**src/rtl/instr_decode.sv**
```systemverilog
// RV32I decode stage sitting directly behind fetch.
// Decodes in_instr combinationally and registers the result into a
// two-entry buffer: an output register plus a skid entry. Backpressure
// from execute therefore never drops or duplicates an instruction.
//
// Handshake: a beat moves on any interface when valid && ready are both
// high at the rising clk edge. A producer holds its data stable while
// valid is high and ready is low. The bundle on out_* is always
// registered and holds stable while out_valid && !out_ready.
//
// Optional feature (macro DECODE_PERF_CNT_EN): adds the saturating
// counters perf_decoded and perf_illegal, counting bundles accepted by
// execute and, among those, the ones flagged illegal.
module instr_decode #(
    parameter int ADDR_WIDTH = 11,
    parameter int DATA_WIDTH = 32
) (
    input  logic                  clk,
    input  logic                  rst,
    input  logic                  in_valid,
    output logic                  in_ready,
    input  logic [DATA_WIDTH-1:0] in_instr,
    input  logic [ADDR_WIDTH-1:0] in_pc,
    input  logic                  flush,
    output logic                  out_valid,
    input  logic                  out_ready,
    output logic [ADDR_WIDTH-1:0] out_pc,
    output logic [4:0]            out_rd,
    output logic [4:0]            out_rs1,
    output logic [4:0]            out_rs2,
    output logic [2:0]            out_funct3,
    output logic                  out_funct7b5,
    output logic [DATA_WIDTH-1:0] out_imm,
    output logic                  out_reg_wr,
    output logic                  out_mem_rd,
    output logic                  out_mem_wr,
    output logic                  out_alu_imm,
    output logic                  out_branch,
    output logic                  out_jal,
    output logic                  out_jalr,
    output logic                  out_lui,
    output logic                  out_auipc,
`ifdef DECODE_PERF_CNT_EN
    output logic [15:0]           perf_decoded,
    output logic [15:0]           perf_illegal,
`endif
    output logic                  out_illegal
);

    // One fully decoded instruction as it travels through the buffer.
    typedef struct packed {
        logic [ADDR_WIDTH-1:0] pc;
        logic [4:0]            rd;
        logic [4:0]            rs1;
        logic [4:0]            rs2;
        logic [2:0]            funct3;
        logic                  funct7b5;
        logic [DATA_WIDTH-1:0] imm;
        logic                  reg_wr;
        logic                  mem_rd;
        logic                  mem_wr;
        logic                  alu_imm;
        logic                  branch;
        logic                  jal;
        logic                  jalr;
        logic                  lui;
        logic                  auipc;
        logic                  illegal;
    } bundle_t;

    localparam logic [6:0] OP_R      = 7'b0110011;
    localparam logic [6:0] OP_I_ALU  = 7'b0010011;
    localparam logic [6:0] OP_LOAD   = 7'b0000011;
    localparam logic [6:0] OP_STORE  = 7'b0100011;
    localparam logic [6:0] OP_BRANCH = 7'b1100011;
    localparam logic [6:0] OP_JAL    = 7'b1101111;
    localparam logic [6:0] OP_JALR   = 7'b1100111;
    localparam logic [6:0] OP_LUI    = 7'b0110111;
    localparam logic [6:0] OP_AUIPC  = 7'b0010111;

    localparam int XW = DATA_WIDTH;

    bundle_t dec;
    bundle_t out_q;
    bundle_t skid_q;
    logic    out_valid_q;
    logic    skid_valid_q;
    logic    accept;
    logic    out_fire;

    logic [XW-1:0] imm_i;
    logic [XW-1:0] imm_s;
    logic [XW-1:0] imm_b;
    logic [XW-1:0] imm_u;
    logic [XW-1:0] imm_j;

    // Immediate formats, all sign-extended from instr[31] except U.
    always_comb begin
        imm_i = {{(XW-12){in_instr[31]}}, in_instr[31:20]};
        imm_s = {{(XW-12){in_instr[31]}}, in_instr[31:25], in_instr[11:7]};
        imm_b = {{(XW-13){in_instr[31]}}, in_instr[31], in_instr[7],
                 in_instr[30:25], in_instr[11:8], 1'b0};
        imm_u = {{(XW-32){in_instr[31]}}, in_instr[31:12], 12'b0};
        imm_j = {{(XW-21){in_instr[31]}}, in_instr[31], in_instr[19:12],
                 in_instr[20], in_instr[30:21], 1'b0};
    end

    // Opcode decode into a bundle; unknown opcodes only raise illegal.
    always_comb begin
        dec          = '0;
        dec.pc       = in_pc;
        dec.rd       = in_instr[11:7];
        dec.rs1      = in_instr[19:15];
        dec.rs2      = in_instr[24:20];
        dec.funct3   = in_instr[14:12];
        dec.funct7b5 = in_instr[30];
        case (in_instr[6:0])
            OP_R: begin
                dec.reg_wr = 1'b1;
            end
            OP_I_ALU: begin
                dec.reg_wr  = 1'b1;
                dec.alu_imm = 1'b1;
                dec.imm     = imm_i;
            end
            OP_LOAD: begin
                dec.reg_wr  = 1'b1;
                dec.mem_rd  = 1'b1;
                dec.alu_imm = 1'b1;
                dec.imm     = imm_i;
            end
            OP_STORE: begin
                dec.mem_wr  = 1'b1;
                dec.alu_imm = 1'b1;
                dec.imm     = imm_s;
            end
            OP_BRANCH: begin
                dec.branch = 1'b1;
                dec.imm    = imm_b;
            end
            OP_JAL: begin
                dec.reg_wr = 1'b1;
                dec.jal    = 1'b1;
                dec.imm    = imm_j;
            end
            OP_JALR: begin
                dec.reg_wr  = 1'b1;
                dec.jalr    = 1'b1;
                dec.alu_imm = 1'b1;
                dec.imm     = imm_i;
            end
            OP_LUI: begin
                dec.reg_wr = 1'b1;
                dec.lui    = 1'b1;
                dec.imm    = imm_u;
            end
            OP_AUIPC: begin
                dec.reg_wr = 1'b1;
                dec.auipc  = 1'b1;
                dec.imm    = imm_u;
            end
            default: begin
                dec.illegal = 1'b1;
            end
        endcase
        // Writes to x0 are architecturally dropped, so never request one.
        if (dec.rd == 5'd0) begin
            dec.reg_wr = 1'b0;
        end
    end

    // Ready depends only on the registered skid state (held low in reset).
    always_comb begin
        in_ready = !skid_valid_q && !rst;
        accept   = in_valid && in_ready;
        out_fire = out_valid_q && out_ready;
    end

    // Output register plus skid entry; order is output first, then skid.
    always_ff @(posedge clk) begin
        if (rst) begin
            out_q        <= '0;
            skid_q       <= '0;
            out_valid_q  <= 1'b0;
            skid_valid_q <= 1'b0;
        end else if (flush) begin
            out_q        <= '0;
            skid_q       <= '0;
            out_valid_q  <= 1'b0;
            skid_valid_q <= 1'b0;
        end else if (!out_valid_q || out_fire) begin
            // Output slot is free this edge: refill from skid, else input.
            if (skid_valid_q) begin
                out_q        <= skid_q;
                out_valid_q  <= 1'b1;
                skid_valid_q <= 1'b0;
            end else if (accept) begin
                out_q       <= dec;
                out_valid_q <= 1'b1;
            end else begin
                out_valid_q <= 1'b0;
            end
        end else if (accept) begin
            // Output is stalled; accept implies the skid entry is empty.
            skid_q       <= dec;
            skid_valid_q <= 1'b1;
        end
    end

    always_comb begin
        out_valid    = out_valid_q;
        out_pc       = out_q.pc;
        out_rd       = out_q.rd;
        out_rs1      = out_q.rs1;
        out_rs2      = out_q.rs2;
        out_funct3   = out_q.funct3;
        out_funct7b5 = out_q.funct7b5;
        out_imm      = out_q.imm;
        out_reg_wr   = out_q.reg_wr;
        out_mem_rd   = out_q.mem_rd;
        out_mem_wr   = out_q.mem_wr;
        out_alu_imm  = out_q.alu_imm;
        out_branch   = out_q.branch;
        out_jal      = out_q.jal;
        out_jalr     = out_q.jalr;
        out_lui      = out_q.lui;
        out_auipc    = out_q.auipc;
        out_illegal  = out_q.illegal;
    end

`ifdef DECODE_PERF_CNT_EN
    logic [15:0] perf_decoded_q;
    logic [15:0] perf_illegal_q;

    // Saturating counts of bundles taken by execute; flush does not clear.
    always_ff @(posedge clk) begin
        if (rst) begin
            perf_decoded_q <= '0;
            perf_illegal_q <= '0;
        end else if (out_fire) begin
            if (perf_decoded_q != 16'hFFFF) begin
                perf_decoded_q <= perf_decoded_q + 16'd1;
            end
            if (out_q.illegal && (perf_illegal_q != 16'hFFFF)) begin
                perf_illegal_q <= perf_illegal_q + 16'd1;
            end
        end
    end

    always_comb begin
        perf_decoded = perf_decoded_q;
        perf_illegal = perf_illegal_q;
    end
`endif

endmodule

```
**config.mk**
```make
export PLATFORM = sky130hd
export DESIGN_NAME = instr_decode
export DESIGN_NICKNAME = d
export VERILOG_FILES = /design/src/rtl/instr_decode.sv
export SDC_FILE = /design/constraint.sdc
export NUM_CORES = 1
export LEC_CHECK = 0
export ABC_AREA = 0
export ABC_CLOCK_PERIOD_IN_PS = 2100
export BUFFER_PORTS_ARGS = -buffer_cell sky130_fd_sc_hd__buf_2
export CAP_MARGIN = 20
export CORE_AREA = 2 2 127 129
export DETAILED_ROUTE_END_ITERATION = 7
export DIE_AREA = 0 0 129 131
export GPL_TIMING_DRIVEN = 0
export MAX_ROUTING_LAYER = met4
export SETUP_SLACK_MARGIN = 0.4
export SLEW_MARGIN = 20
export SYNTH_ARGS = -nofsm -noshare
export SYNTH_HDL_FRONTEND = slang
export SYNTH_SLANG_ARGS = --single-unit
```
**constraint.sdc**
```tcl
create_clock -name clk -period 2.1 [get_ports clk]
set_clock_uncertainty 0.2 [all_clocks]
set_input_delay 0 -clock clk [delete_from_list [all_inputs] [get_ports clk]]
set_output_delay 0 -clock clk [all_outputs]
set_load 0.02 [all_outputs]
```
==> results.sh <==
export IMPL_outcome="finished, violations left"
export IMPL_failed_checks="hold timing"
export IMPL_synth_compound_area_share_pct=24.26
export IMPL_final_setup_worst_slack_ns=0.4219
export IMPL_globalplace_congestion=0.8646
export IMPL_layout_commonest_cell="dfxtp_1"
export IMPL_cts_buffers=17
export IMPL_overflow=0
export IMPL_tightest_slew_ns=0.7456
export IMPL_cts_buffer_depth=2
export IMPL_grt_pass1_wl_um=30240
export IMPL_seq_area_frac_synth_pct=47.95
export IMPL_route_detailed_drc=0
export IMPL_routed_wl_um=19970
export IMPL_track_usage_pct=24.06
export IMPL_syn_to_final_growth_pct=37.81
export IMPL_final_util_pct=53.86
export IMPL_syn_area_um2=6096
export IMPL_hold_ws_ns=-0.3505
export IMPL_critPathCaptureType="flop"
export IMPL_pwr_share_seq_pct=43.1
export IMPL_ys_flop_type="dfxtp_1"
export IMPL_hp_class="in -> reg"
export IMPL_avgViaCountPerCell=5.352
export IMPL_crit_type="reg -> reg"
export IMPL_die_area_um2=16900
export IMPL_multi_input_area_um2=3017
export IMPL_syn_nets=768
export IMPL_wl_per_cell_um=17.55
export IMPL_place_inst=1054
export IMPL_drt_iter0_drc=509
export IMPL_core_area_um2=15600
export IMPL_nets=957
export IMPL_synthSimpleGateAreaFrac_pct=17.55
export IMPL_drtPass1Iterations=6
export IMPL_final_setup_viol_count=0
export IMPL_internal_power_mw=4.973
export IMPL_antenna_cells=0
export IMPL_critical_path_max_fanout=10
export IMPL_grt_pass1_vias=5729
export IMPL_finalMaxSlewViolations=0
export IMPL_finalNonFillerCells=1138
export IMPL_slew_limit_headroom_pct=50.30
export IMPL_layout_common_cells="dfxtp_1, buf_2, nand2_1"
export IMPL_ys_ff_latch=146
export IMPL_rsz0062_at_grt="true"
export IMPL_grt_max_degree=17
export IMPL_netlist_cell_type_count=45
export IMPL_power_density_nw_per_um2=783.5
export IMPL_root_buffer="clkbuf_16"
export IMPL_die_h_um=131
export IMPL_clkLatencyLatePin_ns=0.43
export IMPL_switching_share_pct=24.45
export IMPL_row_count=46
export IMPL_switchingPower_mw=1.609
export IMPL_synth_xor_area_share_pct=0
export IMPL_max_vdd_ir_drop_mv=0.5764
export IMPL_cp_start_kind="flop"
export IMPL_p_leak_nw=3.171
export IMPL_critPathArrivalTime_ns=1.82
export IMPL_vias=6091
export IMPL_async_flop_share_pct=0
export IMPL_postPlaceCellArea_um2=6957
export IMPL_hpwl_um=13520
export IMPL_fin_crit_sh_pct=79.91
export IMPL_postCtsHoldBufs=47
export IMPL_synth_edf_count=0
export IMPL_portBuffers=118
export IMPL_clk_pin_slew_worst_paths_ns=0.06
export IMPL_ant_nets=0
export IMPL_avgSynthCellArea_um2=8.466
export IMPL_regArea_um2=2928
export IMPL_fin_total_pwr_mw=6.582
export IMPL_cap_viol_max_count=0
export IMPL_clkSinkCount=146
export IMPL_syn_instance_count=720
export IMPL_fill_cells=1487
export IMPL_pin_count=122
export IMPL_combPwrFrac_pct=10.0
export IMPL_max_freq_mhz=595.9
export IMPL_antenna_found_initial=0
export IMPL_pre_cts_slack_ns=0.05333
export IMPL_dieWidth_um=129
export IMPL_drive_gt1_share_pct=27.66
export IMPL_htreeDepth=4
export IMPL_hold_viol_final=12
export IMPL_power_frac_clock_pct=46.9
export IMPL_fin_area_um2=8401
export IMPL_cts_tree="done"
export IMPL_yosys_warnings=0
export IMPL_critical_path_required_ns=2.25
export IMPL_setup_tns_ns=0
export IMPL_r2r_slack_ns=0.42
export IMPL_synthAdderAreaFrac_pct=0
export IMPL_start_util_pct=39.08
export IMPL_yosys_mux_area_fraction_pct=4.926
export IMPL_min_period_ns=1.678
export IMPL_synth_top_family_by_area="compound AO/OA/AOI/OAI gates"
==> cells in the mapped netlist (4+ instances only) <==
| cell type | number | area [µm²] |
|---|---|---|
| clkbuf_1 | 32 | 120.1 |
| dfxtp_1 | 146 | 2923 |
| a31oi_1 | 6 | 37.54 |
| a221oi_1 | 12 | 105.1 |
| a22oi_1 | 6 | 45.04 |
| nor3_1 | 9 | 45.04 |
| nor2_1 | 56 | 210.2 |
| mux2i_1 | 30 | 300.3 |
| o21ai_0 | 60 | 300.3 |
| nand3_1 | 28 | 140.1 |
| and3_1 | 5 | 31.28 |
| a211oi_1 | 33 | 247.7 |
| a221oi_2 | 11 | 165.2 |
| buf_2 | 22 | 110.1 |
| o221ai_1 | 4 | 35.03 |
| a21oi_1 | 87 | 435.4 |
| buf_4 | 5 | 37.54 |
| nand2_1 | 126 | 473.0 |
==> worst max-delay path, stage by stage (launching register included) <==
cell	delay, ns
dfxtp_2	0.37
nor2b_2	0.18
and3_1	0.16
buf_2	0.18
buf_2	0.26
nand2_1	0.08
a21oi_1	0.15
==> flip-flops by register name (all words and copies together) (netlist names), 3 cells and up <==
register and cells:
out_funct3 3, out_rd 5, out_rs2 5, out_rs1 5, out_pc 11, skid_q 72, out_imm 32
==> cell families (layout without fill, tap and decap cells) <==
kind of cell | count (synthesis) | after routing
flops | 146 | 146
simple gates | 245 | 245
compound gates | 231 | 231
buf+inv | 68 | 270
mux | 30 | 30
==> area by class of cell <==
class | instances | area share, %
clock buffers | 24 | 5.973
multi-input cells | 506 | 35.91
inverters | 3 | 0.1340
well taps | 216 | 3.217
plain buffers | 65 | 5.362
clock inverters | 8 | 1.192
repair buffers | 170 | 13.36
flip-flops and latches | 146 | 34.85
==> power groups by stage <==
stage                     logic, mW  clock network [mW]  registers (mW)
after floorplan               0.250                   0            2.95
after global placement        0.515                   0            2.90
after detailed placement      0.515                   0            2.90
after CTS                     0.604                3.11            2.84
after global routing          0.707                3.24            2.84
final                         0.657                3.09            2.84
==> path summary, 6_finish.rpt <==
check              startpoint    endpoint  depth (start not counted)
setup / recovery    out_valid  skid_q[43]                          6
hold / removal    in_instr[9]  skid_q[58]                          3
setup reg to reg    out_valid  skid_q[43]                          6
hold reg to reg    skid_q[17]  skid_q[17]                          2
==> routing by layer <==
layer | track usage, % | vias up | part of all wire (%)
met5 | - | - | 0
met4 | 9.015 | 0 | 1.6
met3 | 5.212 | 34 | 7.6
met2 | 37.63 | 266 | 46
met1 | 30.69 | 2851 | 45
li1 | - | 2940 | -
==> timing repair <==
| item | CTS | global route |
|---|---|---|
| buffers inserted | 0 | 3 |
| pin swaps | 0 | 10 |
| endpoints found under the setup margin | 143 | 139 |
| gates resized for setup | 42 | 73 |
| hold endpoints to repair | 143 | 4 |
| cloned | 0 | 2 |
Note: power is estimated with default switching activity, not from simulation.
